[src/rtl/rc4_pkg.sv]
// Shared types, constants and helpers for the RC4 key-scheduling controller.
// The optional S[i]=i initialisation pass is selected by the KSA_INIT_EN macro.
package rc4_pkg;

  localparam int S_DEPTH   = 256;
  localparam int KEY_BYTES = 3;

  typedef enum logic [3:0] {
    ST_IDLE,
    ST_INIT,
    ST_RD_SI,
    ST_WAIT_SI,
    ST_CAP_SI,
    ST_RD_SJ,
    ST_WAIT_SJ,
    ST_CAP_SJ,
    ST_WR_SJ,
    ST_WR_SI,
    ST_DONE
  } ksa_state_t;

  // Key byte 0 is the most significant byte of the key word.
  function automatic logic [7:0] key_byte(input logic [8*KEY_BYTES-1:0] key,
                                          input logic [1:0]             idx);
    case (idx)
      2'd0:    key_byte = key[23:16];
      2'd1:    key_byte = key[15:8];
      default: key_byte = key[7:0];
    endcase
  endfunction

endpackage

[src/rtl/ksa_swap_seq.sv]
// One KSA iteration over the single-port S-memory: read S[i], update j,
// read S[j], then write S[j]=S[i] and S[i]=S[j]. Acks in the final write state.
module ksa_swap_seq
  import rc4_pkg::*;
(
  input  logic       clk,
  input  logic       rst_n,
  input  logic       i_go,
  input  logic [7:0] i_i,
  input  logic [7:0] i_j,
  input  logic [7:0] i_kb,
  input  logic [7:0] i_q,
  output logic       o_ack,
  output logic [7:0] o_j,
  output logic [7:0] o_addr_nxt,
  output logic [7:0] o_data_nxt,
  output logic       o_wren_nxt
);

  ksa_state_t r_state;
  ksa_state_t w_state_nxt;
  logic [7:0] r_i;
  logic [7:0] r_j;
  logic [7:0] r_kb;
  logic [7:0] r_si;
  logic [7:0] r_sj;
  logic [7:0] w_j_cap;

  assign w_j_cap = r_j + i_q + r_kb;
  assign o_ack   = (r_state == ST_WR_SI);
  assign o_j     = r_j;

  always_comb begin
    // NOTE: every always_comb output gets a default first so no path can infer a latch.
    w_state_nxt = r_state;
    case (r_state)
      ST_IDLE:    if (i_go) w_state_nxt = ST_RD_SI;
      ST_RD_SI:   w_state_nxt = ST_WAIT_SI;
      ST_WAIT_SI: w_state_nxt = ST_CAP_SI;
      ST_CAP_SI:  w_state_nxt = ST_RD_SJ;
      ST_RD_SJ:   w_state_nxt = ST_WAIT_SJ;
      ST_WAIT_SJ: w_state_nxt = ST_CAP_SJ;
      ST_CAP_SJ:  w_state_nxt = ST_WR_SJ;
      ST_WR_SJ:   w_state_nxt = ST_WR_SI;
      ST_WR_SI:   w_state_nxt = i_go ? ST_RD_SI : ST_IDLE;
      default:    w_state_nxt = ST_IDLE;
    endcase
  end

  // Port values for the state being entered; the parent registers them so the
  // memory sees each address from the first cycle of its state.
  always_comb begin
    o_addr_nxt = r_i;
    o_data_nxt = '0;
    o_wren_nxt = 1'b0;
    case (w_state_nxt)
      ST_RD_SI:  o_addr_nxt = i_i;
      ST_RD_SJ:  o_addr_nxt = w_j_cap;
      ST_WAIT_SJ,
      ST_CAP_SJ: o_addr_nxt = r_j;
      ST_WR_SJ: begin
        o_addr_nxt = r_j;
        o_data_nxt = r_si;
        o_wren_nxt = 1'b1;
      end
      ST_WR_SI: begin
        o_addr_nxt = r_i;
        o_data_nxt = r_sj;
        o_wren_nxt = 1'b1;
      end
      default: ;
    endcase
  end

  // NOTE: sequential state uses non-blocking assignments so every flop samples pre-edge values.
  always_ff @(posedge clk or negedge rst_n) begin
    if (!rst_n) begin
      r_state <= ST_IDLE;
      r_i     <= '0;
      r_j     <= '0;
      r_kb    <= '0;
      r_si    <= '0;
      r_sj    <= '0;
    end else begin
      r_state <= w_state_nxt;
      if (i_go && (r_state == ST_IDLE || r_state == ST_WR_SI)) begin
        r_i  <= i_i;
        r_j  <= i_j;
        r_kb <= i_kb;
      end
      if (r_state == ST_CAP_SI) begin
        r_si <= i_q;
        r_j  <= w_j_cap;
      end
      if (r_state == ST_CAP_SJ) r_sj <= i_q;
    end
  end

endmodule

[src/rtl/ksa_ctrl.sv]
// RC4 key-scheduling controller: owns i/j/key bookkeeping and IDLE/INIT/DONE;
// the per-iteration swap runs in ksa_swap_seq. KSA_INIT_EN adds the S[k]=k pass.
module ksa_ctrl
  import rc4_pkg::*;
(
  input  logic        clk,
  input  logic        rst_n,
  input  logic        start,
  input  logic [23:0] secret_key,
  input  logic [7:0]  q,
  output logic [7:0]  address,
  output logic [7:0]  data,
  output logic        wren,
  output logic        busy,
  output logic        done
);

  localparam logic [7:0] I_LAST = 8'(S_DEPTH - 1);

  // ST_RD_SI here stands for the whole swap loop; the sub-states live in u_seq.
  ksa_state_t  r_state;
  ksa_state_t  w_state_nxt;
  logic [7:0]  r_i;
  logic [7:0]  r_j;
  logic [1:0]  r_kidx;
  logic [23:0] r_key;
  logic [7:0]  r_address;
  logic [7:0]  r_data;
  logic        r_wren;
  logic        r_busy;
  logic        r_done;

  logic [7:0]  w_i_nxt;
  logic [7:0]  w_j_nxt;
  logic [1:0]  w_kidx_nxt;
  logic [23:0] w_key_nxt;
  logic        w_busy_nxt;
  logic        w_done_nxt;
  logic        w_go;
  logic [7:0]  w_kb;
  logic [7:0]  w_addr_nxt;
  logic [7:0]  w_data_nxt;
  logic        w_wren_nxt;

  logic        w_seq_ack;
  logic [7:0]  w_seq_j;
  logic [7:0]  w_seq_addr;
  logic [7:0]  w_seq_data;
  logic        w_seq_wren;

  assign w_kb = key_byte(w_key_nxt, w_kidx_nxt);

  ksa_swap_seq u_seq (
    .clk        (clk),
    .rst_n      (rst_n),
    .i_go       (w_go),
    .i_i        (w_i_nxt),
    .i_j        (w_j_nxt),
    .i_kb       (w_kb),
    .i_q        (q),
    .o_ack      (w_seq_ack),
    .o_j        (w_seq_j),
    .o_addr_nxt (w_seq_addr),
    .o_data_nxt (w_seq_data),
    .o_wren_nxt (w_seq_wren)
  );

  always_comb begin
    w_state_nxt = r_state;
    w_i_nxt     = r_i;
    w_j_nxt     = r_j;
    w_kidx_nxt  = r_kidx;
    w_key_nxt   = r_key;
    w_busy_nxt  = r_busy;
    w_done_nxt  = 1'b0;
    w_go        = 1'b0;
    case (r_state)
      ST_IDLE: begin
        if (start) begin
          w_key_nxt  = secret_key;
          w_i_nxt    = '0;
          w_j_nxt    = '0;
          w_kidx_nxt = '0;
          w_busy_nxt = 1'b1;
`ifdef KSA_INIT_EN
          w_state_nxt = ST_INIT;
`else
          w_state_nxt = ST_RD_SI;
          w_go        = 1'b1;
`endif
        end
      end
`ifdef KSA_INIT_EN
      ST_INIT: begin
        if (r_i == I_LAST) begin
          w_i_nxt     = '0;
          w_state_nxt = ST_RD_SI;
          w_go        = 1'b1;
        end else begin
          w_i_nxt = r_i + 8'd1;
        end
      end
`endif
      ST_RD_SI: begin
        if (w_seq_ack) begin
          w_j_nxt = w_seq_j;
          if (r_i == I_LAST) begin
            w_state_nxt = ST_DONE;
            w_done_nxt  = 1'b1;
          end else begin
            w_i_nxt    = r_i + 8'd1;
            w_kidx_nxt = (r_kidx == 2'd2) ? 2'd0 : r_kidx + 2'd1;
            w_go       = 1'b1;
          end
        end
      end
      ST_DONE: begin
        w_state_nxt = ST_IDLE;
        w_busy_nxt  = 1'b0;
      end
      default: w_state_nxt = ST_IDLE;
    endcase
  end

  // Outputs are loaded with the values of the state being entered.
  always_comb begin
    w_addr_nxt = r_address;
    w_data_nxt = r_data;
    w_wren_nxt = 1'b0;
    case (w_state_nxt)
      ST_INIT: begin
        w_addr_nxt = w_i_nxt;
        w_data_nxt = w_i_nxt;
        w_wren_nxt = 1'b1;
      end
      ST_RD_SI: begin
        w_addr_nxt = w_seq_addr;
        w_data_nxt = w_seq_data;
        w_wren_nxt = w_seq_wren;
      end
      default: ;
    endcase
  end

  always_ff @(posedge clk or negedge rst_n) begin
    if (!rst_n) begin
      r_state   <= ST_IDLE;
      r_i       <= '0;
      r_j       <= '0;
      r_kidx    <= '0;
      r_key     <= '0;
      r_address <= '0;
      r_data    <= '0;
      r_wren    <= 1'b0;
      r_busy    <= 1'b0;
      r_done    <= 1'b0;
    end else begin
      r_state   <= w_state_nxt;
      r_i       <= w_i_nxt;
      r_j       <= w_j_nxt;
      r_kidx    <= w_kidx_nxt;
      r_key     <= w_key_nxt;
      r_address <= w_addr_nxt;
      r_data    <= w_data_nxt;
      r_wren    <= w_wren_nxt;
      r_busy    <= w_busy_nxt;
      r_done    <= w_done_nxt;
    end
  end

  assign address = r_address;
  assign data    = r_data;
  assign wren    = r_wren;
  assign busy    = r_busy;
  assign done    = r_done;

endmodule

[config.mk]
export PLATFORM = sky130hd
export DESIGN_NAME = ksa_ctrl
export DESIGN_NICKNAME = d
export VERILOG_FILES = /design/src/rtl/rc4_pkg.sv /design/src/rtl/ksa_swap_seq.sv /design/src/rtl/ksa_ctrl.sv
export SDC_FILE = /design/constraint.sdc
export NUM_CORES = 1
export LEC_CHECK = 0
export ABC_AREA = 0
export BUFFER_PORTS_ARGS = -buffer_cell sky130_fd_sc_hd__buf_2
export CELL_PAD_IN_SITES_DETAIL_PLACEMENT = 1
export CELL_PAD_IN_SITES_GLOBAL_PLACEMENT = 1
export CORE_MARGIN = 5
export CORE_UTILIZATION = 47
export DETAILED_ROUTE_END_ITERATION = 10
export GPL_TIMING_DRIVEN = 0
export MAX_ROUTING_LAYER = met4
export PLACE_DENSITY = 0.93
export SLEW_MARGIN = 5
export SYNTH_ARGS = -nofsm -noshare
export SYNTH_HDL_FRONTEND = slang
export SYNTH_SLANG_ARGS = --single-unit
[constraint.sdc]
create_clock -name clk -period 7.1 [get_ports clk]
set_clock_uncertainty 0.05 [all_clocks]
set_input_delay 0.355 -clock clk [delete_from_list [all_inputs] [get_ports clk]]
set_output_delay 0.355 -clock clk [all_outputs]
set_load 0.02 [all_outputs]
==> impl_metrics.toml, run 1 <==
[synthesis]
ys_types = 59
synth_edf_count = 0
synth_top_area_share_pct = 52.1
yosys-top-cells-area = "dfrtp_1 52%, nand2_1 12%, nor2_1 3.4%, fa_1 3.1%, o21ai_0 2.2%"
async_reset_ff_share_pct = 100
synth-seq-cells = 109
avgSynthCellArea_um2 = 9.17
netlist_instances = 571
netlist_area_um2 = 5230
ys_warn_count = 0
ys_seq_area_share_pct = 52.1
yosysTopAreaCell = "dfrtp_1"
synth_ff_type = "dfrtp_1"

[floorplanning]
coreArea_um2 = 10900
dieWidth_um = 116
start_util_pct = 48.1
core.rowCount = 38
ioPinCount = 54
die_height_um = 116
dieArea_um2 = 13300

[clock_network]
h-tree-depth = 3
cts_tree = "built"
clk-insertion-delay-late_ps = 390
cts_made_buffers = 9
clockRootBuffer = "clkbuf_8"
cts_sinks = 109
post_cts_buffers = 0
clk_path_buf_depth = 2
path_clk_slew_ps = 110
cts_resized = 0
hold_buffers = 1

[sta]
setup_viol = 0
tightest_slew_ps = 1020
fin_ws_ps = 3930
relSlewSlack_pct = 31.2
slew_violations = 0
finalHoldViolations = 0
grt_setup_unrepaired = "false"
period_share_pct = 44.7
fin_crit_ps = 3170
setup_tns_ps = 0
max_freq_mhz = 315

[worst_setup_path]
worstPathRequired_ps = 7390
cp.arrival_ps = 3460
startpoint = "r_i[0]"
r2r-end = "u_seq.r_i[1]"
r2r-start = "r_i[0]"
start_kind = "flop"
crit_buf_inv = 1
reg2reg_depth = 8
cp-end-kind = "flop"
crit_top_cell = "nand2_1"
path_max_fanout = 10
critical_path.top_delay_family = "simple AND/OR/NAND/NOR gates"
crit_slowest_cell = "o21ai_1"
critPathKind = "flop to flop"
path_cells = "ha_1 -> and3_1 -> and2_0 -> nor3_2 -> o21ai_1 -> clkbuf_1 -> nand2_1 -> nand2_1"
critPathMaxStageDelay_ps = 780
r2r_setup_slack_ps = 3930

[finish]
largest_reg_flops = 24
drive_above_1_share_pct = 13.2
antennaDiodeCount = 0
area_growth_pct = 12.8
fin_nets = 688
regMostFlops = "r_key"
utilization_pct = 54.2
fin_cells = 783

[global_route]
grt_usage_pct = 26.3
grt_pass1_wl_mm = 26.0
grt_pass1_vias = 5065
overflow = 0
grt_max_degree = 60
antenna_found_initial = 0

[worst_hold_path]
whs_path_depth = 3
hp-class = "primary input to flop"
hold_path_end = "r_key[20]"
min_from = "secret_key[20]"

[placed_design]
port_buffers = 53
post-dp-hpwl_mm = 11.7
finalWeightedCongestion = 0.874
pre_cts_ws_ps = 3900
place_inst = 766

[route]
num_vias = 4628
drc_errors = 0
wl_mm = 15.8
drtIter0Drc = 374
drt-pass1-iter-count = 5
via_per_inst = 5.91
wl_per_cell_um = 20.1
postRouteAntennaNets = 0

[pwr]
peakVddDrop_mv = 0.173
power.total_mw = 2.35
p_leak_nw = 2.76
p_per_area_nw_per_um2 = 398

[job]
max_cap_violations = 0

[status]
outcome = "complete, no violations"
-- area by class of cell --
type                       instances  area [µm²]
tap                              140         175
inverter                          11        41.3
sequential                       109        2730
multi-input combinational        426        2360
clock inverter                     5        33.8
timing repair buffer              55         305
fill                            1303        4980
clock buffer                      11         151
buffer                            26         106
-- worst max-delay path by stage --
stage	slack, ps	endpoint	cells past startpoint
after floorplan	4350	address[7]	10
after global placement	4000	address[7]	11
after detailed placement	3900	address[7]	11
after CTS	3940	address[7]	10
after global routing	3780	u_seq.r_i[1]	8
final	3930	u_seq.r_i[1]	8
-- metrics by stage --
step	area [µm²]	hold WS, ps
2_1_floorplan	5240	9.41
3_3_place_gp	5680	408
3_5_place_dp	5710	396
4_1_cts	5900	124
5_1_grt	5900	132
6_report	5900	133
-- kinds of logic (layout without fill, tap and decap cells) --
logic type | after synthesis | in the layout | synth area share (%)
XOR/XNOR | 7 | 7 | 1.17
flip-flops | 109 | 109 | 52.1
adder cells (fa/ha/maj) | 15 | 15 | 4.73
multiplexers | 3 | 3 | 0.622
buffers and inverters | 37 | 108 | 2.82
AO/OA/AOI/OAI | 104 | 104 | 13.7
AND/OR/NAND/NOR | 295 | 295 | 24.8
other | 1 | 2 | 0.0717
-- cells in the final DEF, fill, tap and decap left out, drive strengths merged, types with 3 or more instances in the layout --
master  count
nand2     167
dfrtp     109
buf        59
nor2       49
clkbuf     32
o21ai      27
a21oi      22
nand3      21
nand4      17
inv        12
nor3       11
a22o        9
a22oi       9
fa          8
ha          7
nand2b      6
nor2b       6
or3         4
o22ai       4
xnor2       4
o211ai      4
and4        3
xor2        3
o21a        3
a211oi      3
a221o       3
a221oi      3
-- Yosys cell counts, drive strengths merged, types with 8 or more instances --
cell	n
a21oi	22
nand2	167
clkbuf	21
nor3	11
dfrtp	109
a22o	9
nand3	21
o21ai	27
inv	11
fa	8
nor2	49
a22oi	9
nand4	17
-- worst register-to-register path, stage by stage, from the launching register on --
cell,delay [ps]
dfrtp_1,490
ha_1,250
and3_1,280
and2_0,300
nor3_2,160
o21ai_1,780
clkbuf_1,530
nand2_1,160
nand2_1,110
-- routing by layer --
| layer | part of all wire [%] | up-vias | GRT usage (%) |
|---|---|---|---|
| li1 | - | 2104 | - |
| met1 | 40 | 2336 | 31.8 |
| met2 | 51 | 151 | 43.1 |
| met3 | 5.6 | 37 | 4.13 |
| met4 | 3.3 | 0 | 12.8 |
| met5 | 0 | - | - |
-- report_power, final --
| group | total [mW] | leakage [nW] | internal [mW] | switching [mW] |
|---|---|---|---|---|
| Clock | 0.372 | 0.0917 | 0.147 | 0.225 |
| Combinational | 1.06 | 1.30 | 0.399 | 0.660 |
| Sequential | 0.921 | 1.37 | 0.797 | 0.124 |
Power figures use the tool's default switching activity.
==> run 2, diff against run 1 <==
ABC_AREA = 1   (was 0)
CORE_UTILIZATION = 44   (was 47)
PLACE_DENSITY = 0.9   (was 0.93)
clock period = 2.92 ns   (was 7.1 ns; I/O delays follow)
==> run 2 against run 1 <==
  * Final cell count rose by 23%
  * Wire length is 12% higher
  * Critical path type unchanged
  * Core utilization is 0.84 points lower
  * Register-to-register slack got worse by 3700 ps
  * Hold slack worse by 76 ps
==> impl_metrics.toml, run 2 <==
[pwr]
power.total_mw = 6.35
peakVddDrop_mv = 0.392
p_leak_nw = 3.47
p_per_area_nw_per_um2 = 950

[sta]
setup_tns_ps = 0
tightest_slew_ps = 689
grt_setup_unrepaired = "false"
relSlewSlack_pct = 54.1
slew_violations = 0
finalHoldViolations = 0
setup_viol = 0
whs_ps = 56.6
period_share_pct = 92.1
fin_crit_ps = 2690
max_freq_mhz = 372

[worst_setup_path]
critPathKind = "flop to flop"
worstPathRequired_ps = 3170
path_max_fanout = 3
startpoint = "u_seq.r_kb[1]"
cp-end-kind = "flop"
r2r-start = "u_seq.r_kb[1]"
start_kind = "flop"
cp.arrival_ps = 2940

[synthesis]
synth_top_area_share_pct = 48.8
async_reset_ff_share_pct = 100
synth.mux.area_fraction_pct = 0
synth-simple-area-share_pct = 31.5
synth_ff_type = "dfrtp_1"
netlist_instances = 693
synth-compound-area-share_pct = 7.40
synth_common_cells = "235 x nand2_1, 109 x dfrtp_1, 75 x nand3_1, 66 x inv_1, 41 x o21ai_0"
yosys-top-cells-area = "dfrtp_1 49%, nand2_1 16%, nand3_1 6.7%, inv_1 4.4%, o21ai_0 3.7%"
yosysMostFrequentCell = "nand2_1"
synthXorXnorAreaFrac_pct = 0.470
synth_top_family_by_area = "simple AND/OR/NAND/NOR gates"
yosysTopAreaCell = "dfrtp_1"
synth_edf_count = 0
ys_warn_count = 0
synth-seq-cells = 109
synth_adder_area_share_pct = 4.43
ys_types = 36
avgSynthCellArea_um2 = 8.07
netlist_area_um2 = 5590
ys_seq_area_share_pct = 48.8

[global_route]
grt_pass1_vias = 5539
grt_max_degree = 80
grt_pass1_wl_mm = 28.7
antenna_found_initial = 1
overflow = 0
grt_usage_pct = 25.6

[clock_network]
cts_made_buffers = 9
h-tree-depth = 3
hold_buffers = 24
cts_resized = 0
path_clk_slew_ps = 80
clockRootBuffer = "clkbuf_16"
clk-insertion-delay-late_ps = 360
post_cts_buffers = 0
clk_path_buf_depth = 2
cts_tree = "built"
cts_sinks = 109

[placed_design]
finalWeightedCongestion = 0.860
post-dp-hpwl_mm = 11.9
dpl_cell_area_um2 = 6110
port_buffers = 53

[finish]
drive_above_1_share_pct = 15.8
mostFrequentLayoutCell = "nand2_1"
area_growth_pct = 19.4
regMostFlops = "r_key"
largest_reg_flops = 24
fin_nets = 834
fin_area_um2 = 6680
mostFrequentLayoutCells = "235 x nand2_1, 109 x dfrtp_1, 75 x nand3_1"
fillers = 1598
multi_input_area_um2 = 2460
seq_area_um2 = 2730

[floorplanning]
start_util_pct = 44.7
dieArea_um2 = 15100
die_height_um = 123
core.rowCount = 41
coreArea_um2 = 12500
ioPinCount = 54
dieWidth_um = 123

[job]
max_cap_violations = 0

[route]
drtIter0Drc = 374
num_vias = 5140
drc_errors = 0
via_per_inst = 5.34
drt-pass1-iter-count = 4
wl_mm = 17.6
postRouteAntennaNets = 0
wl_per_cell_um = 18.3

[worst_hold_path]
min_from = "q[6]"
hp-class = "primary input to flop"

[status]
outcome = "complete, no violations"
## run 2: per-stage QoR
step                      worst slack (ps)  cells  util [%]
after floorplan                        692    694         -
after global placement                 407    919      48.6
after detailed placement               294    920      48.8
after CTS                              268    960      53.3
after global routing                   119    962      53.4
final                                  231    962      53.4
## run 2: report_power, final
group / internal (mW) / switching (mW)
clock: 0.752 / 0.609
combinational: 0.962 / 1.76
sequential: 1.94 / 0.323
## run 2: critical path: stages (launching register included)
cell and delay [ps]:
dfrtp_1 420, fa_1 520, ha_1 220, inv_1 70
fa_1 410, inv_1 110, a21oi_1 90, xnor2_1 260
nand2_1 80, nand2_1 120, inv_1 70, nand3_1 80
nand2_1 60, nand2_1 60
## run 2: metal layers
layer  GRT usage (%)  vias to the layer above  part of all wire [%]  wire (µm)
met3            3.78                       41                   3.4        598
met1            30.5                     2611                    42       7360
li1                -                     2384                     -          -
met5               -                        -                     0          0
met4            10.2                        0                   3.5        612
met2            43.6                      104                    51       9000
## run 2: final cells by class
class                      instances  share of cell area (%)
multi-input combinational        488                    36.8
timing repair buffer              79                    8.22
sequential                       109                    40.8
antenna                            1                  0.0375
inverter                          77                    4.33
tap                              172                    3.22
clock inverter                     6                    1.31
clock buffer                      10                    3.43
buffer                            20                    1.87
## run 2: kinds of logic after synthesis
| group | count (synthesis) |
|---|---|
| DFF | 109 |
| and+or+nand+nor | 391 |
| adders and majority gates | 15 |
| buffers and inverters | 97 |
| AOI/OAI and AO/OA | 77 |
| other | 1 |
| xor gates and xnor gates | 3 |
## run 2: worst paths after layout
check	to	slack, ps	cells after the start
setup / recovery	address[5]	230	13
hold / removal	u_seq.r_si[6]	60	3
setup reg to reg	address[5]	230	13
hold reg to reg	address[2]	420	2
max in group asynchronous	r_key[12]	1930	3
min in group asynchronous	u_seq.r_state[0]	180	2
